==> config.mk <==
export PLATFORM = sky130hd
export DESIGN_NAME = dmem_arbiter
export DESIGN_NICKNAME = d
export VERILOG_FILES = /design/src/rtl/dmem_arbiter.sv
export SDC_FILE = /design/constraint.sdc
export NUM_CORES = 1
export LEC_CHECK = 0
export ABC_AREA = 0
export ABC_CLOCK_PERIOD_IN_PS = 8100
export BUFFER_PORTS_ARGS = -buffer_cell sky130_fd_sc_hd__buf_2
export CELL_PAD_IN_SITES_DETAIL_PLACEMENT = 1
export CELL_PAD_IN_SITES_GLOBAL_PLACEMENT = 2
export CORE_AREA = 2 2 227 229
export CTS_BUF_LIST = sky130_fd_sc_hd__clkbuf_8
export DETAILED_ROUTE_END_ITERATION = 8
export DIE_AREA = 0 0 229 231
export MAX_ROUTING_LAYER = met4
export PLACE_DENSITY_LB_ADDON = 0.1
export SYNTH_ARGS = -nofsm -noshare
export SYNTH_HDL_FRONTEND = slang
export SYNTH_SLANG_ARGS = --single-unit
export TNS_END_PERCENT = 30
==> constraint.sdc <==
create_clock -name clk -period 8.1 [get_ports clk]
set_input_delay 0.405 -clock clk [delete_from_list [all_inputs] [get_ports clk]]
set_output_delay 0.405 -clock clk [all_outputs]
set_load 0.05 [all_outputs]
==> src/rtl/dmem_arbiter.sv <==
// rtl/dmem_arbiter.sv - round-robin two-requester arbiter and access sequencer for dmem
module dmem_arbiter #(
    parameter int ADDR_W = 64,
    parameter int DATA_W = 64
) (
    input  logic              clk,
    input  logic              reset,
    input  logic              req0,
    input  logic              req1,
    input  logic              we0,
    input  logic              we1,
    input  logic [ADDR_W-1:0] addr0,
    input  logic [ADDR_W-1:0] addr1,
    input  logic [DATA_W-1:0] wdata0,
    input  logic [DATA_W-1:0] wdata1,
    output logic              gnt0,
    output logic              gnt1,
    output logic              rvalid0,
    output logic              rvalid1,
    output logic [DATA_W-1:0] rdata0,
    output logic [DATA_W-1:0] rdata1,
    output logic              mem_write,
    output logic [ADDR_W-1:0] mem_address,
    output logic [DATA_W-1:0] mem_write_data,
    input  logic [DATA_W-1:0] mem_read_data
);

    localparam logic S_IDLE   = 1'b0;
    localparam logic S_ACCESS = 1'b1;

    logic              state;
    logic              prio;
    logic              iss_we;
    logic              iss_owner;
    logic [ADDR_W-1:0] iss_addr;
    logic [DATA_W-1:0] iss_wdata;

    // Grant decode: only state, prio and req matter; prio breaks ties.
    always_comb begin
        gnt0 = 1'b0;
        gnt1 = 1'b0;
        if (state == S_IDLE) begin
            if (req0 && req1) begin
                gnt0 = ~prio;
                gnt1 = prio;
            end else begin
                gnt0 = req0;
                gnt1 = req1;
            end
        end
    end

    // Sequencer state, round-robin pointer and issue register.
    always_ff @(posedge clk or posedge reset) begin
        if (reset) begin
            state     <= S_IDLE;
            prio      <= 1'b0;
            iss_we    <= 1'b0;
            iss_owner <= 1'b0;
            iss_addr  <= '0;
            iss_wdata <= '0;
        end else begin
            case (state)
                S_IDLE: begin
                    if (gnt0 || gnt1) begin
                        state     <= S_ACCESS;
                        prio      <= gnt0;
                        iss_owner <= gnt1;
                        iss_we    <= gnt1 ? we1    : we0;
                        iss_addr  <= gnt1 ? addr1  : addr0;
                        iss_wdata <= gnt1 ? wdata1 : wdata0;
                    end
                end
                default: state <= S_IDLE;
            endcase
        end
    end

    // Completion: pulse the owner's rvalid and capture read data as ACCESS ends.
    always_ff @(posedge clk or posedge reset) begin
        if (reset) begin
            rvalid0 <= 1'b0;
            rvalid1 <= 1'b0;
            rdata0  <= '0;
            rdata1  <= '0;
        end else begin
            rvalid0 <= (state == S_ACCESS) && !iss_owner;
            rvalid1 <= (state == S_ACCESS) &&  iss_owner;
            if ((state == S_ACCESS) && !iss_we) begin
                if (iss_owner) begin
                    rdata1 <= mem_read_data;
                end else begin
                    rdata0 <= mem_read_data;
                end
            end
        end
    end

    // Address and data hold the last issue; only the write strobe is gated by state.
    assign mem_write      = (state == S_ACCESS) && iss_we;
    assign mem_address    = iss_addr;
    assign mem_write_data = iss_wdata;

endmodule

# After elaboration in Yosys (flattened, before gate mapping)
# Index checks and enable logic that the tools add are counted.
[totals]
register_bits = 262
input_bits = 326
out_inout_bits = 261
word_cells = 33
[classes]
muxes = 9
bitwise_logic = 3
n_reduce_logical = 11
[ops]
columns = ["op", "count"]
rows = [
  ["$mux W64", 2],
  ["$mux W1", 7],
  ["$reduce_and A2 Y1", 3],
  ["$logic_and A1 B1 Y1", 5],
  ["$not A1 Y1", 3],
  ["$logic_not A1 Y1", 2],
  ["$logic_or A1 B1 Y1", 1],
]

# Longest topological paths before layout
# Gate-level depths: netlist (run 1).
[depth]
word_depth = 6
mapped_depth = 7

# Least setup slack after synthesis (run 1)
# Ideal clock, no wire load.
[synth_path]
path_type = "input to output"
start = "input req1"
end = "output gnt0"
t_arrival_ns = 2.011
slack_ns = 5.684
stages = 3
n_path_buf = 2
path_cell_list = "buf_2 clkbuf_1 a211oi_1"
[synth_between]
elab_chain_len = 3
[synth_lines]
columns = ["element", "line", "source"]
rows = [
  ["start: declaration", "9", "input logic req1,"],
  ["$logic_and A1 B1 Y1", "43", "if (req0 && req1) begin"],
  ["$mux W1", "43", ""],
  ["$mux W1", "42", "if (state == S_IDLE) begin"],
  ["end: declaration", "16", "output logic gnt0,"],
]
# Every way passes these cells.

# Worst setup path in the final report (run 1)
[layout_path]
start = "register state"
end = "register iss_wdata[26], in the netlist mem_write_data[26]"
[layout_between]
elab_chain_len = 3
elab_cells_between_ends = 6
classes_between = "3 x mux; 1 x bitwise; 2 x reduce/logical"
[layout_lines]
columns = ["element", "line", "source"]
rows = [
  ["start: declaration", "31", "logic state;"],
  ["start signal: assignment", "56", "state <= S_IDLE;"],
  ["start signal: assignment", "66", "state <= S_ACCESS;"],
  ["start signal: assignment", "74", "default: state <= S_IDLE;"],
  ["$mux W1", "42", ""],
  ["$logic_or A1 B1 Y1", "65", "if (gnt0 || gnt1) begin"],
  ["$reduce_and A2 Y1 (no line)", "n/a", ""],
  ["end signal: assignment", "71", "iss_wdata <= gnt1 ? wdata1 : wdata0;"],
  ["end: declaration", "36", "logic [DATA_W-1:0] iss_wdata;"],
]
# Parallel ways exist; a longest one is shown, timed or not.
# A chain may end at the register's enable or synchronous reset.

==> metrics.md, run 1 <==
| Metric | Value |
|---|---|
| DRT Pass-1 Iters | 5 |
| Top cell type's share of synthesized area | 0.5595 |
| Slew @ Worst Pin | 1129 ps |
| VDD IR-drop max | 100.0 uV |
| Clock skew after layout | 19.64 ps |
| Syn. warnings | 0 |
| Final worst slack | 3900 ps |
| Pwr/cell area | 377.3 nW/um^2 |
| Leakage | 7.628 nW |
| Layout Nets | 2021 |
| Critical path cell sequence | inv_4, o21ai_0, inv_8, buf_4, nor2_1, a31oi_1, dlygate4sd3_1 |
| Layout cells sized above 1 | 0.4594 |
| Slowest CP cell | buf_4 |
| Final wirelength | 55.51 mm |
| Post-route DRC | 0 |
| Sequential share of the synthesized area | 0.5595 |
| Post-route cell area | 17310 sq um |
| Flops & latches, synth | 262 |
| Cell chosen for the clock root | clkbuf_8 |
| Total of max-cap violations | 0 |
| Worst Path Max Fanout | 158 |
| Die Y | 231 microns |
| Startpoint types | flop |
| Vias after detailed routing | 11600 |
| # rows | 83 |
| Max stage delay on crit path | 880 ps |
| Core area | 50680 sq um |
| Sw frac | 0.5039 |
| Largest net degree at the start of global routing | 159 |
| Reg clk slew, reported paths | 60 ps |
| P_sw | 3.291 mW |
| Fin Setup TNS | 0 ps |
| GR Overflow Total | 0 |
| ANT nets after route | 0 |
| Post-placement cell count | 2200 |
| Comb pwr share | 0.493 |
| Post-CTS Setup Bufs | 0 |
| All-layer global routing usage | 0.2096 |
| Setup Crit Path Kind | flop to flop |
| Vias per inst | 4.771 |
| Skew-Pair Late Insertion Delay | 630 ps |
| Average cell area after synthesis | 11.17 sq um |
| Pins Over Slew Limit | 0 |
| Area leader, netlist | dfrtp_1 |
| CP Data Arrival Time | 4770 ps |
| Count of different cell masters after synthesis | 20 |
| Required time worst endpoint | 8670 ps |
| Critical Path End Type | flop |
| Final Cycle Share | 0.5185 |
| Layout fillers | 5945 |
| Drt wl/cell | 22.82 microns |
| Vias in the first global route | 12340 |
| Initial antenna violation count | 25 |
| Final Hold Fails | 0 |
| RSZ-0062 raised after global routing | false |
| Final core occ | 0.3415 |
| Chip width | 229 microns |
| Final setup vio count | 0 |
| Hold Path Class | primary input to flop |
| Register area | 6560 sq um |
| Cells after synthesis | 1049 |
| Internal power | 3.240 mW |
| CTS tree | done |
| HPWL after DPL | 36.76 mm |
| Seq pwr share | 0.311 |
| Outcome | complete, no violations |
| Place WS | 4399 ps |
| Post-placement cell area | 15080 sq um |
| Mapped cell area | 11720 sq um |
| Global-route wire length before repair | 81.80 mm |
| Area grow syn2layout | 47.70% |
| Initial Utilization | 0.2312 |
| Footprint of the multi-input gates | 4607 sq um |
| Number of CTS-inserted buffers | 51 |
| Longest Clk Path Bufs | 3 |
| Synth top area cells | dfrtp_1 (56%), mux2_2 (12%), o2111ai_1 (9.6%) |
| Power Total | 6.532 mW |
| GPL Wtd Cong | 0.7799 |
| Slew headroom | 0.2457 |
| Tmin final | 4200 ps |
| Clock share of power | 0.196 |
| H-tree level count | 2 |
| Port Buf Inserts | 586 |
| Max Clk Rate | 238.1 MHz |
| Synth Net Count | 1375 |
| Clk sink count | 262 |
| Fin cells | 2432 |
| Die area | 52900 sq um |
| Hold_ws | 51.95 ps |
| I/O pin count | 587 |
| Initial DRC Count | 433 |
## cell usage in the layout, fill, tap and decap left out, types with 2 or more instances in the layout
| cell type | instances |
|---|---|
| buf_2 | 585 |
| dfrtp_1 | 261 |
| nor2_1 | 131 |
| o21ai_0 | 130 |
| o2111ai_1 | 129 |
| a31oi_1 | 129 |
| mux2_2 | 123 |
| dlygate4sd3_1 | 122 |
| clkbuf_8 | 61 |
| diode_2 | 26 |
| inv_1 | 20 |
| buf_4 | 13 |
| mux2_1 | 5 |
| inv_8 | 4 |
| inv_4 | 2 |
| and2_1 | 2 |
| a21o_1 | 2 |
## final cells by class
type	count	share of cell area
antenna	26	0.003759
clock buffer	61	0.04850
clock inverter	23	0.006072
inverter	4	0.002024
multi-input combinational	656	0.2662
sequential	262	0.3790
tap	680	0.04915
timing repair buffer	720	0.2453
## timing repair
action / 4_1_cts / 5_1_grt
endpoints found under the hold margin: 238 / 0
resized for setup: 0 / 0
hold buffers: 122 / 0
## kinds of logic (layout without fill, tap and decap cells)
logic type	Yosys count	after routing	share of synthesized area
simple gates	137	137	0.04613
compound gates	391	391	0.2227
flops	262	262	0.5595
other cells	0	26	0
buf+inv	131	808	0.04869
mux	128	128	0.1230
## routing by layer
metal | vias up | part of all wire | GRT usage
met5 | - | 0 | -
met4 | 0 | 0.015 | 0.05743
met3 | 51 | 0.086 | 0.07992
met2 | 413 | 0.48 | 0.3339
met1 | 5814 | 0.42 | 0.2473
li1 | 5325 | - | -
## synth_stat cells
cell and n:
and2_1 2, mux2_2 123, dfrtp_1 262, a21o_1 2, nand2b_1 1, nand3b_1 1, buf_2 27, o21ai_0 130
buf_1 1, a31oi_1 129, mux2_1 5, inv_2 2, buf_6 6, clkbuf_1 93, inv_1 2, o2111ai_1 129
a211oi_1 1, nor3_4 1, nor2b_1 1, nor2_1 131
## critical path, delay by kind of cell (launching register included)
family	cells	cell delay [ps]
compound gates	2	660
buf+inv	4	2730
flops	1	450
simple gates	1	100
## registers in the layout, indices dropped and copies added, names as in the netlist
name / flops
mem_address: 64
mem_write_data: 64
rdata0: 64
rdata1: 64
iss_owner: 1
iss_we: 1
prio: 1
rvalid0: 1
rvalid1: 1
state: 1
## worst paths after layout
| check | start | endpoint | slack (ps) | depth (start not counted) |
|---|---|---|---|---|
| worst min register to register | rdata0[22] | rdata0[22] | 490 | 1 |
| worst max-delay path | state | mem_write_data[26] | 3900 | 7 |
| min in group asynchronous | reset | mem_write_data[20] | 410 | 3 |
| max in group asynchronous | reset | prio | 6180 | 4 |
| worst max register to register | state | mem_write_data[26] | 3900 | 7 |
| worst min-delay path | addr1[41] | mem_address[41] | 50 | 3 |
## power groups by stage
stage / combinational (mW) / sequential (mW) / clock (mW)
after global placement: 3.18 / 2.04 / 0
after CTS: 3.25 / 2.04 / 1.33
after floorplan: 0.665 / 3.67 / 0
after global routing: 3.36 / 2.10 / 1.41
after detailed placement: 3.19 / 2.06 / 0
final: 3.22 / 2.03 / 1.28
(Power assumes the default switching activity.)
==> run 2: changes to the inputs <==
--- a/config.mk
+++ b/config.mk
@@ -6,7 +6,7 @@
 export NUM_CORES = 1
 export LEC_CHECK = 0
 export ABC_AREA = 0
-export ABC_CLOCK_PERIOD_IN_PS = 8100
+export ABC_CLOCK_PERIOD_IN_PS = 3900
 export BUFFER_PORTS_ARGS = -buffer_cell sky130_fd_sc_hd__buf_2
 export CELL_PAD_IN_SITES_DETAIL_PLACEMENT = 1
 export CELL_PAD_IN_SITES_GLOBAL_PLACEMENT = 2
==> constraint.sdc (replaced) <==
create_clock -name clk -period 3.9 [get_ports clk]
set_input_delay 0.195 -clock clk [delete_from_list [all_inputs] [get_ports clk]]
set_output_delay 0.195 -clock clk [all_outputs]
set_load 0.05 [all_outputs]
==> run 2 against run 1 <==
Effect of this change: first-iteration DRC count increased by 9.7%; sequential share of layout area decreased by 4.3 points; hold slack improved by 130 ps; fmax increased by 57%; largest cell class unchanged; count of clock-buffer cells in the layout increased by 5; utilization increased by 4.4 points; clock power increased by 120%; non-clock buffer count increased by 209; combinational power increased by 120%; critical endpoint is now mem_write_data[55]; setup slack got worse by 2700 ps; power increased by 120%; register-to-register slack got worse by 2700 ps.
==> metrics.md, run 2 (synthesized netlist as in run 1, its figures left out) <==
| Metric | Value |
|---|---|
| Outcome | complete, no violations |
| Required time worst endpoint | 4440 ps |
| Chip width | 229 microns |
| Die area | 52900 sq um |
| Post-route DRC | 0 |
| Die Y | 231 microns |
| Layout Nets | 2231 |
| Drt wl/cell | 21.57 microns |
| Core area | 50680 sq um |
| Longest Clk Path Bufs | 3 |
| Startpoint types | flop |
| Worst R2R Start | state |
| Tmin final | 2667 ps |
| Port Buf Inserts | 586 |
| Hold_ws | 179.7 ps |
| Power Total | 14.22 mW |
| Max stage delay on crit path | 570 ps |
| Largest net degree at the start of global routing | 131 |
| Vias after detailed routing | 12420 |
| Area grow syn2layout | 66.71% |
| Worst Path Max Fanout | 87 |
| Final Hold Fails | 0 |
| CP Data Arrival Time | 3210 ps |
| Leading cell types in the layout, fill and taps excluded | buf_2 (585), dlygate4sd3_1 (323), dfrtp_1 (261) |
| # rows | 83 |
| I/O pin count | 587 |
| All-layer global routing usage | 0.2165 |
| Initial antenna violation count | 24 |
| Critical Path End Type | flop |
| Final wirelength | 57.01 mm |
| ANT nets after route | 0 |
| Clock skew after layout | 18.13 ps |
| Final Cycle Share | 0.6839 |
| Pwr/cell area | 727.9 nW/um^2 |
| H-tree level count | 2 |
| Global-route wire length before repair | 85.46 mm |
| Setup crit start | state |
| VDD IR-drop max | 238.3 uV |
| CTS tree | done |
| Setup Crit Path Kind | flop to flop |
| Vias per inst | 4.698 |
| HPWL after DPL | 37.35 mm |
| Flop-to-flop setup slack | 1230 ps |
| Cell chosen for the clock root | clkbuf_8 |
| Skew-Pair Late Insertion Delay | 620 ps |
| Total of max-cap violations | 0 |
| Final core occ | 0.3855 |
| Clk sink count | 262 |
| Slowest CP cell | dlygate4sd3_1 |
| Cells on worst reg2reg path | 7 |
| Max Clk Rate | 374.9 MHz |
| Slew headroom | 0.3302 |
| Hold Path Class | primary input to flop |
| Fin Setup TNS | 0 ps |
| CP Capture Point | mem_write_data[55] |
| Leakage | 8.514 nW |
| Reg clk slew, reported paths | 50 ps |
| GPL Wtd Cong | 0.7987 |
| DRT Pass-1 Iters | 4 |
| Pins Over Slew Limit | 0 |
| RSZ-0062 raised after global routing | false |
| Vias in the first global route | 13410 |
| Initial DRC Count | 475 |
| Reg-to-reg endpoint | mem_write_data[55] |
| Initial Utilization | 0.2312 |
| Layout cells sized above 1 | 0.4162 |
| Critical path cell sequence | inv_4, o21ai_0, inv_8, buf_12, nor2_1, a31oi_1, dlygate4sd3_1 |
| Slew @ Worst Pin | 1005 ps |
| Commonest non-fill, non-tap cell in the layout | buf_2 |
| Number of CTS-inserted buffers | 52 |
| GR Overflow Total | 0 |
| Cts repair resizes | 0 |
| Final setup vio count | 0 |
==> run 2: worst max-delay path: cells and delay by family, from the launching register on <==
family / cells / cell delay (ps)
compound gates: 2 / 440
buf+inv: 4 / 1540
flops: 1 / 450
simple gates: 1 / 80
==> run 2: cell type report <==
type | count | area (sq um)
Inverter | 4 | 31.28
Clock buffer | 66 | 908.4
Tap cell | 680 | 850.8
Clock inverter | 22 | 125.1
Multi-Input combinational cell | 656 | 4607
Timing Repair Buffer | 929 | 6394
Sequential cell | 262 | 6560
Fill cell | 5900 | 31140
Antenna cell | 24 | 60.06
==> run 2: repair_timing <==
item | CTS | global route
hold buffers | 323 | 0
endpoints found under the hold margin | 288 | 0
buffers inserted | 0 | 0
==> run 2: report_power, final <==
part | internal [mW] | switching (mW)
logic | 2.03 | 5.18
clock network | 1.57 | 1.27
registers | 3.69 | 0.476
total | 7.30 | 6.93
==> run 2: worst min path at each step <==
| stage | from | depth (start not counted) | end | slack [ps] |
|---|---|---|---|---|
| detailed placement | reset | 2 | rdata1[22] | 430 |
| CTS | req0 | 4 | iss_owner | 110 |
| floorplan | mem_read_data[22] | 1 | rdata0[22] | 330 |
| global placement | reset | 2 | rdata0[25] | 420 |
| global route | req0 | 4 | iss_owner | 150 |
| finish | req0 | 4 | iss_owner | 180 |
==> run 2: per-layer routing <==
| layer | up-vias | global-route usage | routed length, microns |
|---|---|---|---|
| li1 | 5753 | - | - |
| met1 | 6178 | 0.2527 | 23440 |
| met2 | 413 | 0.3518 | 27700 |
| met3 | 73 | 0.07720 | 4729 |
| met4 | 0 | 0.06067 | 1145 |
| met5 | - | - | 0 |
==> run 2: stage by stage <==
| step | setup WS (ps) | instance area, sq um | cells |
|---|---|---|---|
| 2_1_floorplan | 249.5 | 11720 | 1049 |
| 3_3_place_gp | 1437 | 15210 | 2208 |
| 3_5_place_dp | 1374 | 15210 | 2208 |
| 4_1_cts | 1204 | 19480 | 2619 |
| 5_1_grt | 1008 | 19540 | 2643 |
| 6_report | 1233 | 19540 | 2643 |
==> run 3: changes to the inputs <==
--- a/config.mk
+++ b/config.mk
@@ -6,7 +6,7 @@
 export NUM_CORES = 1
 export LEC_CHECK = 0
 export ABC_AREA = 0
-export ABC_CLOCK_PERIOD_IN_PS = 3900
+export ABC_CLOCK_PERIOD_IN_PS = 2600
 export BUFFER_PORTS_ARGS = -buffer_cell sky130_fd_sc_hd__buf_2
 export CELL_PAD_IN_SITES_DETAIL_PLACEMENT = 1
 export CELL_PAD_IN_SITES_GLOBAL_PLACEMENT = 2
==> constraint.sdc (replaced) <==
create_clock -name clk -period 2.6 [get_ports clk]
set_input_delay 0.13 -clock clk [delete_from_list [all_inputs] [get_ports clk]]
set_output_delay 0.13 -clock clk [all_outputs]
set_load 0.05 [all_outputs]
==> run 3 against run 2 <==
Effect of this change: clock power increased by 43%; hold slack got worse by 73 ps; critical path depth decreased by 2; first-iteration DRC count decreased by 16%; sequential share of layout area decreased by 0.44 points; sequential power increased by 51%; die area unchanged; sequential cell count unchanged.
==> metrics.md, run 3 (synthesized netlist as in run 1, its figures left out) <==
| Metric | Value |
|---|---|
| Slew @ Worst Pin | 865.2 ps |
| Outcome | complete, no violations |
| Final worst slack | 206.7 ps |
| Final setup vio count | 0 |
| Leakage | 8.623 nW |
| Post-route DRC | 0 |
| RSZ-0062 raised after global routing | false |
| Initial antenna violation count | 23 |
| Required time worst endpoint | 3170 ps |
| Pwr/cell area | 1071 nW/um^2 |
| Startpoint types | flop |
| Total of max-cap violations | 0 |
| DRT Pass-1 Iters | 4 |
| Max stage delay on crit path | 670 ps |
| Largest net degree at the start of global routing | 79 |
| Critical path cell sequence | inv_4, buf_4, o2111ai_1, a31oi_1, dlygate4sd3_1 |
| Hold Path Class | primary input to flop |
| Vias after detailed routing | 12470 |
| Vias in the first global route | 13690 |
| Clock skew after layout | 22.10 ps |
| HPWL after DPL | 38.23 mm |
| Buf/Inv on CP | 3 |
| Vias per inst | 4.684 |
| Port Buf Inserts | 586 |
| Number of CTS-inserted buffers | 52 |
| Post-CTS Setup Bufs | 0 |
| Cell chosen for the clock root | clkbuf_8 |
| GPL Wtd Cong | 0.8099 |
| GR Overflow Total | 0 |
| H-tree level count | 2 |
| Tmin final | 2393 ps |
| Skew-Pair Late Insertion Delay | 640 ps |
| All-layer global routing usage | 0.2169 |
| Longest Clk Path Bufs | 3 |
| Layout cells sized above 1 | 0.4160 |
| # rows | 83 |
| ANT nets after route | 0 |
| Final Hold Fails | 0 |
| Flop-to-flop setup slack | 210 ps |
| Layout Nets | 2250 |
| Die area | 52900 sq um |
| Max Clk Rate | 417.8 MHz |
| Initial DRC Count | 401 |
| Chip width | 229 microns |
| Core area | 50680 sq um |
| Critical Path End Type | flop |
| Setup Crit Path Kind | flop to flop |
| VDD IR-drop max | 399.0 uV |
| Final Cycle Share | 0.9205 |
| Slew headroom | 0.4232 |
| Area grow syn2layout | 68.90% |
| Worst Path Max Fanout | 68 |
| Pins Over Slew Limit | 0 |
| Place WS | 573.8 ps |
| Slowest CP cell | buf_4 |
| Global-route wire length before repair | 85.79 mm |
| CP Data Arrival Time | 2960 ps |
| Clk sink count | 262 |
| Reg clk slew, reported paths | 60 ps |
| Commonest non-fill, non-tap cell in the layout | buf_2 |
| Die Y | 231 microns |
| Leading cell types in the layout, fill and taps excluded | buf_2 (585), dlygate4sd3_1 (331), dfrtp_1 (261) |
| Drt wl/cell | 21.32 microns |
| Fin Setup TNS | 0 ps |
| CTS tree | done |
| Final wirelength | 56.75 mm |
| Largest delay share family, worst path | buffers and inverters |
| Initial Utilization | 0.2312 |
| I/O pin count | 587 |
run 3: cell count changes in the layout (fill, tap and decap cells not counted), moves of 3 or more:
| cell | before | now |
|---|---|---|
| buf_12 | 6 | 16 |
| inv_1 | 18 | 22 |
| clkbuf_8 | 66 | 62 |
| inv_8 | 3 | 0 |
| dlygate4sd3_1 | 323 | 331 |
run 3: path summary, 6_finish.rpt:
| check | to | start | depth (start not counted) |
|---|---|---|---|
| worst max-delay path | mem_address[54] | state | 5 |
| worst min-delay path | prio | req0 | 3 |
| max in group asynchronous | mem_address[17] | reset | 5 |
| worst min register to register | rdata0[60] | rdata0[60] | 1 |
| min in group asynchronous | mem_address[47] | reset | 3 |
| worst max register to register | mem_address[54] | state | 5 |
run 3: layout make-up:
class	count	area (sq um)
clock inverters	27	132.6
flip-flops and latches	262	6560
clock buffers	62	853.3
inverters	4	50.05
repair buffers	948	6681
multi-input cells	656	4607
well taps	680	850.8
fillers	5836	30890
diodes	23	57.56
run 3: where the power goes:
| part | internal (mW) | switching (mW) | total [mW] | leakage [nW] |
|---|---|---|---|---|
| Clock | 2.15 | 1.91 | 4.06 | 0.585 |
| Sequential | 5.54 | 0.755 | 6.30 | 3.01 |
| Combinational | 3.10 | 7.75 | 10.8 | 5.03 |
| Total | 10.8 | 10.4 | 21.2 | 8.62 |
run 3: stage by stage:
stage	util	hold WS [ps]	instances	area, sq um	total power [mW]
6_report	0.3906	106.9	2662	19790	21.21
5_1_grt	0.3906	90.11	2662	19790	22.28
4_1_cts	0.3890	112.2	2639	19720	21.45
3_5_place_dp	0.3042	277.5	2219	15420	16.45
3_3_place_gp	0.3042	274.2	2219	15420	16.36
2_1_floorplan	-	264.7	1049	11720	13.52
run 3: per-layer routing:
metal | share of wire | GRT usage | routed length, microns | vias up
met3 | 0.075 | 0.06571 | 4245 | 100
met5 | 0 | - | 0 | -
met4 | 0.033 | 0.08563 | 1847 | 0
li1 | - | - | - | 5785
met2 | 0.48 | 0.3461 | 27020 | 421
met1 | 0.42 | 0.2561 | 23640 | 6164
run 3: worst reg2reg max path: cells and delay by family (launching register included):
family | cells | cell delay (ps)
buffers and inverters | 3 | 1350
AOI/OAI and AO/OA | 2 | 540
DFF | 1 | 460
run 3: timing repair:
| item | 4_1_cts | 5_1_grt |
|---|---|---|
| endpoints found under the setup margin | 0 | 13 |
| hold buffers | 331 | 0 |
| gates resized for setup | 0 | 1 |
| hold endpoints to repair | 292 | 0 |
